## config.mk

```make
export PLATFORM = sky130hd
export DESIGN_NAME = spi_master_gen
export DESIGN_NICKNAME = d
export VERILOG_FILES = /design/src/rtl/spi_master_gen.sv
export SDC_FILE = /design/constraint.sdc
export NUM_CORES = 1
export LEC_CHECK = 0
export ABC_AREA = 1
export CAP_MARGIN = 20
export CORE_AREA = 2 2 90 92
export DETAILED_ROUTE_END_ITERATION = 7
export DIE_AREA = 0 0 92 94
export PLACE_DENSITY = 0.52
export RECOVER_POWER = 50
export SETUP_SLACK_MARGIN = 0.05
export SYNTH_ARGS = -nofsm -noshare
export SYNTH_HDL_FRONTEND = slang
export SYNTH_SLANG_ARGS = --single-unit
```

## constraint.sdc

```tcl
create_clock -name clk -period 2.3 [get_ports clk]
set_input_delay 0.46 -clock clk [delete_from_list [all_inputs] [get_ports clk]]
set_output_delay 0.46 -clock clk [all_outputs]
set_load 0.02 [all_outputs]
```

## src/rtl/spi_master_gen.sv

```systemverilog
`default_nettype none
// ============================================================================
// Module   : spi_master_gen
// Desc     : Multi-frame SPI master with CPOL/CPHA and chip-select decode.
//            Define SPI_MASTER_LSB_FIRST_EN to add the lsb_first_i port.
// Revision : 1.0
// ============================================================================
module spi_master_gen #(
  parameter int DATA_W  = 8,
  parameter int CLK_DIV = 4,
  parameter int N_CS    = 2,
  parameter int F_MAX   = 4,
  localparam int CS_W   = (N_CS > 1) ? $clog2(N_CS) : 1,
  localparam int FR_W   = $clog2(F_MAX + 1)
) (
  input  logic              clk,
  input  logic              rst_n,
  input  logic              start_i,
  input  logic              cpol_i,
  input  logic              cpha_i,
  input  logic [CS_W-1:0]   cs_sel_i,
  input  logic [FR_W-1:0]   frames_i,
  input  logic [DATA_W-1:0] tx_data_i,
`ifdef SPI_MASTER_LSB_FIRST_EN
  input  logic              lsb_first_i,
`endif
  output logic              tx_req_o,
  output logic [DATA_W-1:0] rx_data_o,
  output logic              rx_valid_o,
  output logic              busy_o,
  output logic              done_o,
  output logic              SCLK,
  output logic              MOSI,
  input  logic              MISO,
  output logic [N_CS-1:0]   CS
);

  localparam int CNT_W  = 8;
  localparam int EDGE_W = $clog2(2 * DATA_W);

  localparam logic [2:0] c_st_idle  = 3'd0;
  localparam logic [2:0] c_st_setup = 3'd1;
  localparam logic [2:0] c_st_xfer  = 3'd2;
  localparam logic [2:0] c_st_gap   = 3'd3;
  localparam logic [2:0] c_st_hold  = 3'd4;

  localparam logic [CNT_W-1:0]  c_cnt_last  = CNT_W'(CLK_DIV - 1);
  localparam logic [EDGE_W-1:0] c_edge_last = EDGE_W'(2 * DATA_W - 1);
  localparam logic [EDGE_W-1:0] c_edge_pre  = EDGE_W'(2 * DATA_W - 2);
  localparam logic [FR_W-1:0]   c_fmax      = FR_W'(F_MAX);

  logic [2:0]        r_state;
  logic [CNT_W-1:0]  r_cnt;
  logic [EDGE_W-1:0] r_edge;
  logic [FR_W-1:0]   r_frames_left;
  logic              r_cpha;
  logic [DATA_W-1:0] r_tx_shift;
  logic [DATA_W-1:0] r_rx_shift;
  logic [DATA_W-1:0] r_rx_data;
  logic              r_sclk;
  logic              r_mosi;
  logic              r_tx_req;
  logic              r_rx_valid;
  logic              r_busy;
  logic              r_done;
  logic [N_CS-1:0]   r_cs;

  logic              w_lsb;
  logic              w_accept;
  logic              w_tick;
  logic              w_edge_last;
  logic              w_lead;
  logic              w_do_shift;
  logic              w_do_sample;
  logic              w_sample_last;
  logic [FR_W-1:0]   w_frames_eff;
  logic [DATA_W-1:0] w_rx_next;

`ifdef SPI_MASTER_LSB_FIRST_EN
  logic r_lsb;
  assign w_lsb = r_lsb;
`else
  assign w_lsb = 1'b0;
`endif

  function automatic logic first_bit(input logic [DATA_W-1:0] word, input logic lsb);
    return lsb ? word[0] : word[DATA_W-1];
  endfunction

  function automatic logic [DATA_W-1:0] shift_word(input logic [DATA_W-1:0] word, input logic lsb);
    return lsb ? {1'b0, word[DATA_W-1:1]} : {word[DATA_W-2:0], 1'b0};
  endfunction

  assign w_accept    = (r_state == c_st_idle) && start_i && (32'(cs_sel_i) < 32'(N_CS));
  assign w_tick      = (r_cnt == c_cnt_last);
  assign w_edge_last = (r_edge == c_edge_last);
  // Even edge indices are leading edges, odd ones trailing.
  assign w_lead        = ~r_edge[0];
  assign w_do_shift    = r_cpha ? w_lead : (~w_lead && ~w_edge_last);
  assign w_do_sample   = r_cpha ? ~w_lead : w_lead;
  assign w_sample_last = r_cpha ? w_edge_last : (r_edge == c_edge_pre);
  assign w_rx_next     = w_lsb ? {MISO, r_rx_shift[DATA_W-1:1]} : {r_rx_shift[DATA_W-2:0], MISO};

  always_comb begin
    w_frames_eff = frames_i;
    if (frames_i == '0) begin
      w_frames_eff = FR_W'(1);
    end else if (frames_i > c_fmax) begin
      w_frames_eff = c_fmax;
    end
  end

  always_ff @(posedge clk or negedge rst_n) begin
    if (!rst_n) begin
      r_state       <= c_st_idle;
      r_cnt         <= '0;
      r_edge        <= '0;
      r_frames_left <= '0;
      r_cpha        <= 1'b0;
      r_tx_shift    <= '0;
      r_rx_shift    <= '0;
      r_rx_data     <= '0;
      r_sclk        <= 1'b0;
      r_mosi        <= 1'b0;
      r_tx_req      <= 1'b0;
      r_rx_valid    <= 1'b0;
      r_busy        <= 1'b0;
      r_done        <= 1'b0;
      r_cs          <= '1;
`ifdef SPI_MASTER_LSB_FIRST_EN
      r_lsb         <= 1'b0;
`endif
    end else begin
      r_tx_req   <= 1'b0;
      r_rx_valid <= 1'b0;
      r_done     <= 1'b0;
      if (r_state == c_st_idle || w_tick) begin
        r_cnt <= '0;
      end else begin
        r_cnt <= r_cnt + 1'b1;
      end
      case (r_state)
        c_st_idle: begin
          if (w_accept) begin
            r_state       <= c_st_setup;
            r_cpha        <= cpha_i;
            r_sclk        <= cpol_i;
            r_frames_left <= w_frames_eff - FR_W'(1);
            r_tx_shift    <= tx_data_i;
            r_tx_req      <= 1'b1;
            r_busy        <= 1'b1;
            r_cs          <= ~(N_CS'(1) << cs_sel_i);
`ifdef SPI_MASTER_LSB_FIRST_EN
            r_lsb         <= lsb_first_i;
`endif
          end
        end
        c_st_setup: begin
          if (w_tick) begin
            r_state <= c_st_xfer;
            r_edge  <= '0;
            if (!r_cpha) begin
              r_mosi     <= first_bit(r_tx_shift, w_lsb);
              r_tx_shift <= shift_word(r_tx_shift, w_lsb);
            end
          end
        end
        c_st_xfer: begin
          if (w_tick) begin
            r_sclk <= ~r_sclk;
            r_edge <= r_edge + 1'b1;
            if (w_do_shift) begin
              r_mosi     <= first_bit(r_tx_shift, w_lsb);
              r_tx_shift <= shift_word(r_tx_shift, w_lsb);
            end
            if (w_do_sample) begin
              r_rx_shift <= w_rx_next;
              if (w_sample_last) begin
                r_rx_data  <= w_rx_next;
                r_rx_valid <= 1'b1;
              end
            end
            if (w_edge_last) begin
              if (r_frames_left != '0) begin
                r_state       <= c_st_gap;
                r_frames_left <= r_frames_left - 1'b1;
              end else begin
                r_state <= c_st_hold;
              end
            end
          end
        end
        c_st_gap: begin
          // The next word is captured here so CPHA=0 can present its first bit at once.
          if (w_tick) begin
            r_state  <= c_st_xfer;
            r_edge   <= '0;
            r_tx_req <= 1'b1;
            if (!r_cpha) begin
              r_mosi     <= first_bit(tx_data_i, w_lsb);
              r_tx_shift <= shift_word(tx_data_i, w_lsb);
            end else begin
              r_tx_shift <= tx_data_i;
            end
          end
        end
        c_st_hold: begin
          if (w_tick) begin
            r_state <= c_st_idle;
            r_cs    <= '1;
            r_busy  <= 1'b0;
            r_done  <= 1'b1;
          end
        end
        default: r_state <= c_st_idle;
      endcase
    end
  end

  assign tx_req_o   = r_tx_req;
  assign rx_data_o  = r_rx_data;
  assign rx_valid_o = r_rx_valid;
  assign busy_o     = r_busy;
  assign done_o     = r_done;
  assign SCLK       = r_sclk;
  assign MOSI       = r_mosi;
  assign CS         = r_cs;

endmodule
`default_nettype wire

```

==> run summary, run 1 <==
The starting utilization of the core area came out at 0.357. The path class of the tightest hold or removal check is reg -> reg. Setup repair after global routing left no endpoint under its margin. The vias per cell is approximately 4.7. The distinct cell type count of the synthesized netlist is 34. The placer's final routability congestion estimate is 0.843.

The leakage power of the design came out at 1.58 nW. The level count of the clock H-tree came out at 2. The total grt overflow is 0. For the pin with the worst max-slew slack, the measured transition is 1240 ps. The maximum root-to-sink buffer count came out at 2. The power per cell area is between 1000 and 1500 mW/mm^2.

The via count of the routed design is ~2200. The flow ran to the end, and the final reports show no timing, DRC or antenna violations. The total standard cell area after synthesis came out at 0.00272 sq mm. The total nets after synthesis came out at 360. In this run the number of cells on the critical path is 1. The startpoint class of the critical path is a register. Counting the buffers created by CTS gives 5. The DRC violation total after the first TritonRoute iteration came out at 95. The final antenna-violating net count is 0. The number of cells upsized or downsized after cts is 0.

Each instance of the synthesized netlist takes up on average 8.03 sq um. TritonCTS built the clock tree. The first-pass GRT wire length is 9800 um. The post-synthesis to final-layout area growth came out at 19.0%. The global-route usage over all layers came out at 0.140. The residual DRC count came out at 0.

The core region is 0.00761 sq mm. The number of antenna violations at the first check in global routing is 0. The sum of negative setup slack came out at 0 ps. The cell sitting at the root of the clock tree is a sky130_fd_sc_hd__clkbuf_8. The quantity of hold-fixing buffers added after cts came out at 0. STA classifies the critical path endpoint as a primary output. On the worst path, the slowest cell contributes a delay of 590 ps.

Setup violations remaining at the end of the flow were counted as 0. Broken down by cell family, the worst path's largest delay share belongs to buffers and inverters. The pin count of the biggest net entering global routing is 51. The HPWL after detailed placement is 4120 um. Traced cell by cell, the critical path runs through clkdlybuf4s50_1.

Dividing the final minimum period by the clock period gives 0.820. The max-slew violation count is 0. Across the run, the number of max-cap violations was 0. The post-synthesis sequential area ratio is 0.462. The path depth of the worst reg2reg path is 11.

The clock-pin slew on the worst setup and hold paths is 90 ps. The number of buffer and inverter stages on the critical path came out at 1. The largest voltage drop on the vdd net is 0.000283 V. Along the worst hold path, the cell count comes to 1.

The top-area cell type share of the netlist area came out at 0.442. The tightest hold path in the finished design has a slack of 472 ps. In the final design database the tool counted just under 400 nets. For this design, the slowest cell found on the critical path is sky130_fd_sc_hd__clkdlybuf4s50_1. The count of yosys warnings during synthesis is 0. For the worst setup path, the data required time is 1840 ps. Across the routed clock network, the largest skew measured is 8.39 ps. For this design, the sink count on the clock tree is 50. The top achievable clock speed is 530 MHz. The wire length reported by the detailed router came out at 5680 um. Buffers placed on the I/O ports in this run total 33. During I/O placement, the number of pins put on the boundary was 34.

After floorplanning, the core was divided into 32 placement rows. The wire length per cell after detailed routing came out at approximately 12 um. The final-layout fill cell count is 785. The die outline width came out at 92 um. Synthesis produced around 340 cells.

The critical path is of the reg -> out type. Of all cell types, the one taking the most synthesized area is sky130_fd_sc_hd__dfrtp_1. Before antenna repair, the detailed router went through 4 iterations.

The die span in y came out at between 90 and 100 um. The insertion delay of the later-clocked pin in the worst-skew pair came out at 300 ps. The post-CTS setup-driven buffer insertion count is 0. The floorplan die area came out at 0.00865 sq mm.

The layout cell share with drive strength beyond 1 came out at 0.154. The arrival time reported for the critical path endpoint came out at 1430 ps. In the post-synthesis netlist, the biggest area contributors are sky130_fd_sc_hd__dfrtp_1 (44%), sky130_fd_sc_hd__nand2_1 (15%), sky130_fd_sc_hd__o21ai_2 (5.2%). Synthesis inferred 50 register bits.

The minimum clock period after layout came out at about 1900 ps. The largest driver fanout on the critical path is 2. The via count of the first global-routing pass is 2128. The antenna diode count came out at 0. The count of final hold-check violations is 0. The worst relative slew slack is 0.170.
logic make-up (layout without fill, tap and decap cells):
kind of cell	Yosys count	in the layout	share of synthesized area
adder cells (fa/ha/maj)	4	4	0.0184
XOR/XNOR	3	3	0.00968
flip-flops	50	50	0.462
buffers and inverters	43	81	0.0682
AO/OA/AOI/OAI	37	37	0.0945
AND/OR/NAND/NOR	201	201	0.347
sequential cells by signal, summed over array words and instances, names as in the netlist:
| register | flops |
|---|---|
| r_edge | 4 |
| r_state | 3 |
| r_tx_shift | 8 |
| r_cnt | 8 |
| r_rx_shift | 7 |
| rx_data_o | 8 |
| SCLK | 1 |
| CS | 2 |
| r_frames_left | 3 |
| done_o | 1 |
| rx_valid_o | 1 |
| busy_o | 1 |
| MOSI | 1 |
| r_cpha | 1 |
| tx_req_o | 1 |
final cells by class:
type | count | area, sq um | share of cell area
Multi-Input combinational cell | 245 | 1270 | 0.394
Sequential cell | 50 | 1250 | 0.388
Timing Repair Buffer | 34 | 330 | 0.102
Inverter | 39 | 146 | 0.0453
Tap cell | 102 | 128 | 0.0395
Clock buffer | 6 | 82.6 | 0.0256
Clock inverter | 2 | 17.5 | 0.00542
power breakdown:
group / switching [mW] / internal, mW / leakage (nW)
sequential: 0.191 / 1.11 / 0.645
combinational: 1.05 / 0.571 / 0.888
clock: 0.304 / 0.248 / 0.0514
Yosys cell counts:
| cell type | n |
|---|---|
| sky130_fd_sc_hd__nor3_2 | 1 |
| sky130_fd_sc_hd__o21ai_1 | 2 |
| sky130_fd_sc_hd__dfrtp_1 | 48 |
| sky130_fd_sc_hd__inv_1 | 33 |
| sky130_fd_sc_hd__o211ai_1 | 1 |
| sky130_fd_sc_hd__and2_4 | 1 |
| sky130_fd_sc_hd__o31ai_1 | 1 |
| sky130_fd_sc_hd__dfstp_2 | 2 |
| sky130_fd_sc_hd__xor2_1 | 3 |
| sky130_fd_sc_hd__nand4_1 | 6 |
| sky130_fd_sc_hd__o22ai_1 | 1 |
| sky130_fd_sc_hd__nor4_1 | 1 |
| sky130_fd_sc_hd__nor2_8 | 1 |
| sky130_fd_sc_hd__and3_1 | 1 |
| sky130_fd_sc_hd__nand3_1 | 24 |
| sky130_fd_sc_hd__buf_2 | 1 |
| sky130_fd_sc_hd__nor2_4 | 4 |
| sky130_fd_sc_hd__o2111ai_1 | 1 |
| sky130_fd_sc_hd__a31oi_1 | 1 |
| sky130_fd_sc_hd__nand2_4 | 3 |
| sky130_fd_sc_hd__ha_1 | 4 |
| sky130_fd_sc_hd__o21ai_2 | 16 |
| sky130_fd_sc_hd__nand2_1 | 107 |
| sky130_fd_sc_hd__nor2_1 | 31 |
| sky130_fd_sc_hd__nand3_2 | 1 |
| sky130_fd_sc_hd__nand3b_1 | 1 |
| sky130_fd_sc_hd__nor3b_1 | 3 |
| sky130_fd_sc_hd__buf_6 | 3 |
| sky130_fd_sc_hd__o21ai_0 | 10 |
| sky130_fd_sc_hd__nor3_1 | 2 |
| sky130_fd_sc_hd__a21oi_1 | 4 |
| sky130_fd_sc_hd__nor2_2 | 5 |
| sky130_fd_sc_hd__nand2_2 | 9 |
| sky130_fd_sc_hd__inv_2 | 6 |
through the flow:
stage               setup slack [ps]  power, mW  instances   util  instance area [sq um]
floorplan                        712       2.54        338      -                   2720
finish                           415       3.48        478  0.425                   3230
global placement                 494       2.95        470  0.414                   3150
CTS                              399       3.53        478  0.427                   3250
global route                     285       3.81        478  0.425                   3230
detailed placement               443       2.97        470  0.414                   3150
path summary, 6_finish.rpt:
check	start	to	slack (ps)
hold reg to reg	r_cnt[0]	r_cnt[0]	470
setup / recovery	CS[0]	CS[0]	410
hold / removal	r_cnt[0]	r_cnt[0]	470
max in group asynchronous	rst_n	r_rx_shift[6]	1040
setup reg to reg	r_state[2]	r_frames_left[2]	460
min in group asynchronous	rst_n	r_tx_shift[6]	500
per-layer routing:
layer	wire length [um]	track usage	vias to the layer above
met5	0	0	-
met4	46	0.0299	0
met3	203	0.0249	6
met2	2630	0.232	37
met1	2800	0.193	1042
li1	-	-	1150
cell usage in the layout (no fill, tap or decap), types with 2 or more instances in the layout:
master,n
sky130_fd_sc_hd__nor3b_1,3
sky130_fd_sc_hd__nor2_2,4
sky130_fd_sc_hd__ha_1,4
sky130_fd_sc_hd__clkinv_4,2
sky130_fd_sc_hd__nand2_2,9
sky130_fd_sc_hd__inv_2,6
sky130_fd_sc_hd__a21oi_1,4
sky130_fd_sc_hd__nor3_1,2
sky130_fd_sc_hd__nand4_1,6
sky130_fd_sc_hd__clkdlybuf4s50_1,32
sky130_fd_sc_hd__o21ai_1,2
sky130_fd_sc_hd__nand3_1,24
sky130_fd_sc_hd__nand2_4,3
sky130_fd_sc_hd__nor2_1,32
sky130_fd_sc_hd__inv_1,33
sky130_fd_sc_hd__xor2_1,3
sky130_fd_sc_hd__dfrtp_1,48
sky130_fd_sc_hd__nor2_4,4
sky130_fd_sc_hd__o21ai_0,10
sky130_fd_sc_hd__nand2_1,107
sky130_fd_sc_hd__clkbuf_8,6
sky130_fd_sc_hd__dfstp_2,2
sky130_fd_sc_hd__o21ai_2,16
No activity file was read; power rests on OpenSTA's default activity.
==> run 2: changes to the inputs <==
==> constraint.sdc (replaced) <==
create_clock -name clk -period 1.94 [get_ports clk]
set_input_delay 0.388 -clock clk [delete_from_list [all_inputs] [get_ports clk]]
set_output_delay 0.388 -clock clk [all_outputs]
set_load 0.02 [all_outputs]
==> run 2 against run 1 <==
  * Combinational power is 18% higher
  * Worst hold slack worse by 58 ps
  * Global-route usage is 0.086 points higher
==> run summary, run 2 (synthesis results as in run 1) <==
Status: finished, final reports clean (unchanged). The share of the clock period used by the worst path came out at 0.939. The measured slew at the worst slew-check pin came to 1230 ps (was 1240 ps). The placement row count is 32 (unchanged).

The stage delay of the slowest cell on the critical path is 590 ps (about the same). The quantity of hold-fixing buffers added after cts is 0 (unchanged). The antenna diode count is 0 (unchanged). The DRC violation total after the first TritonRoute iteration came out at 110 (was 95).

The final-layout fill cell count is 812 (was 785). The number of cells upsized or downsized after cts came out at 0 (unchanged). The critical path launch point is CS[1] (was CS[0]).

The total of buffers placed on input and output ports was 33 (unchanged). The detailed placer's ending HPWL came to 4030 um (was 4120 um). The category of the most critical setup path was reg -> out (unchanged). The I/O pin total came out at 34 (unchanged). The startpoint class of the critical path is a register (unchanged). The required time at the endpoint of the critical path came out at 1550 ps (was 1840 ps). The worst setup path endpoint is CS[1] (was CS[0]). RSZ-0062 raised after global routing: no (unchanged). The leakage power of the design was 1.60 nW (was 1.58 nW). The level count of the clock H-tree came out at 2 (unchanged). The via count of the first global-routing pass is 2101 (was 2128). The worst relative slew slack is 0.179 (was 0.170).

The starting utilization of the core area came to 0.357 (unchanged). The type of the most critical hold path was in -> async (was reg -> reg). The clock tree from TritonCTS is yes (unchanged). The residual DRC count is 0 (unchanged). The wire length per cell after detailed routing is 11.6 um (was 11.9 um). The pin count of the biggest net entering global routing was 51 (unchanged). The largest driver fanout on the critical path was 2 (unchanged).

The number of antenna violations at the first check in global routing came out at 0 (unchanged). The first-pass GRT wire length came out at 9780 um (was 9800 um). The fraction of the core area covered by cells at the end of the flow is 0.428 (was 0.425). The setup violation total in the final timing report is 0 (unchanged).

The clock skew after layout came out at 10.1 ps (was 8.39 ps). The top achievable clock speed came out at about 550 MHz. The wire length on met1 is 2860 um (was 2800 um). The setup slack on the worst flop-to-flop path is 270 ps (was 460 ps). The endpoint kind of the worst setup timing path is a primary output (unchanged).

The max-slew violation count is 0 (unchanged). The max-cap violation count came to 0 (unchanged). The vias per cell was 4.57 (was 4.68). The wire length reported by the detailed router came out at 5550 um (was 5680 um). The worst-path cell with the longest stage delay is sky130_fd_sc_hd__clkdlybuf4s50_1 (unchanged). The leading cell type in the layout, fill and taps excluded was sky130_fd_sc_hd__nand2_1 (unchanged). The power per cell area is 1290 mW/mm^2 (was 1080 mW/mm^2). The post-synthesis to final-layout area growth is 19.9% (was 19.0%). The detailed-routed wire length on met3 is 210 um (was 203 um). The layout cell share with drive strength beyond 1 is 0.154 (about the same). The final antenna-violating net count was 0 (unchanged). The clock tree root buffer cell was sky130_fd_sc_hd__clkbuf_8 (unchanged). The end of the worst register-to-register path is r_tx_shift[0] (was r_frames_left[2]). The die span in y came to 94 um (unchanged).

Commonest cells after routing, fill and taps aside: sky130_fd_sc_hd__nand2_1 (107), sky130_fd_sc_hd__dfrtp_1 (48), sky130_fd_sc_hd__inv_1 (33), sky130_fd_sc_hd__nor2_1 (32), sky130_fd_sc_hd__clkdlybuf4s50_1 (32) (unchanged). The cell depth of the worst setup path is 1 (unchanged). The floorplan core area came out at 0.00761 sq mm (unchanged). The global-route usage over all layers came out at 0.141 (was 0.140). For the finished layout, the period the worst path requires is roughly 1800 ps. The total chip power is 4.21 mW (was 3.48 mW). The floorplan die area is 0.00865 sq mm (unchanged). The clock sink total is 50 (unchanged). The post-layout net count is 398 (was 397).

The maximum root-to-sink buffer count is 2 (unchanged). The die outline width came to 92 um (unchanged). The number of buffer and inverter stages on the critical path came out at 1 (unchanged). The post-CTS setup-driven buffer insertion count came out at 0 (unchanged).

The clock-pin slew on the worst setup and hold paths is 90 ps (about the same). The launching point of the worst reg2reg path was r_state[2] (unchanged). The cell family with the largest share of critical-path delay is buffers and inverters (unchanged). Worst path cell trace: clkdlybuf4s50_1 (unchanged).

The via count of the routed design is 2188 (was 2235). The met2 routed wirelength came out at 2420 um (was 2630 um). The count of final hold-check violations is 0 (unchanged). The first-pass iteration count of the detailed router is 5 (was 4). The highest layer used for signal routing is met4 (unchanged). The path depth of the worst reg2reg path came out at 10 (was 11). The insertion delay of the later-clocked pin in the worst-skew pair is 310 ps (was 300 ps). The largest voltage drop on the vdd net was 0.000349 V (was 0.000283 V).

The placer's final routability congestion estimate came out at 0.767 (was 0.843). The sum of negative setup slack is 0 ps (unchanged). The number of clock buffers inserted by TritonCTS is 5 (unchanged). The total grt overflow is 0 (unchanged). The arrival time reported for the critical path endpoint came to 1430 ps (about the same).
==> run 2: through the flow <==
step / cell area, sq um / std cells / worst slack, ps / hold WS, ps
6_report: 3250 / 479 / 119 / 414
5_1_grt: 3250 / 479 / 62.2 / 491
4_1_cts: 3270 / 479 / 113 / 65.3
3_5_place_dp: 3160 / 471 / 162 / 403
3_3_place_gp: 3160 / 471 / 224 / 404
2_1_floorplan: 2720 / 338 / 352 / 92.4
==> run 2: worst reg2reg max path: cells and delay by family, from the launching register on <==
family	cells	cell delay, ps
flops	1	440
simple gates	8	820
buf+inv	2	360
==> run 2: where the power goes <==
part | internal, mW | switching, mW
logic | 0.688 | 1.23
registers | 1.32 | 0.228
clock network | 0.385 | 0.355
total | 2.39 | 1.81
==> run 2: layer usage <==
layer	up-vias	global-route usage
met2	33	0.221
met1	1002	0.199
met3	5	0.0313
met5	-	0
met4	0	0.0336
li1	1148	-
==> run 2: worst min path at each step <==
stage,startpoint,endpoint,slack [ps],depth (start not counted)
global placement,rst_n,done_o,400,2
global route,r_cnt[0],r_cnt[0],490,1
CTS,rst_n,r_tx_shift[6],70,2
floorplan,rst_n,MOSI,90,0
finish,rst_n,SCLK,410,2
detailed placement,rst_n,done_o,400,2
==> run 2: cell type report <==
| class | count | area, sq um | share of cell area |
|---|---|---|---|
| tap | 102 | 128 | 0.0392 |
| timing repair buffer | 35 | 338 | 0.104 |
| clock inverter | 2 | 37.5 | 0.0115 |
| sequential | 50 | 1250 | 0.385 |
| inverter | 39 | 146 | 0.0450 |
| clock buffer | 6 | 72.6 | 0.0223 |
| multi-input combinational | 245 | 1280 | 0.393 |
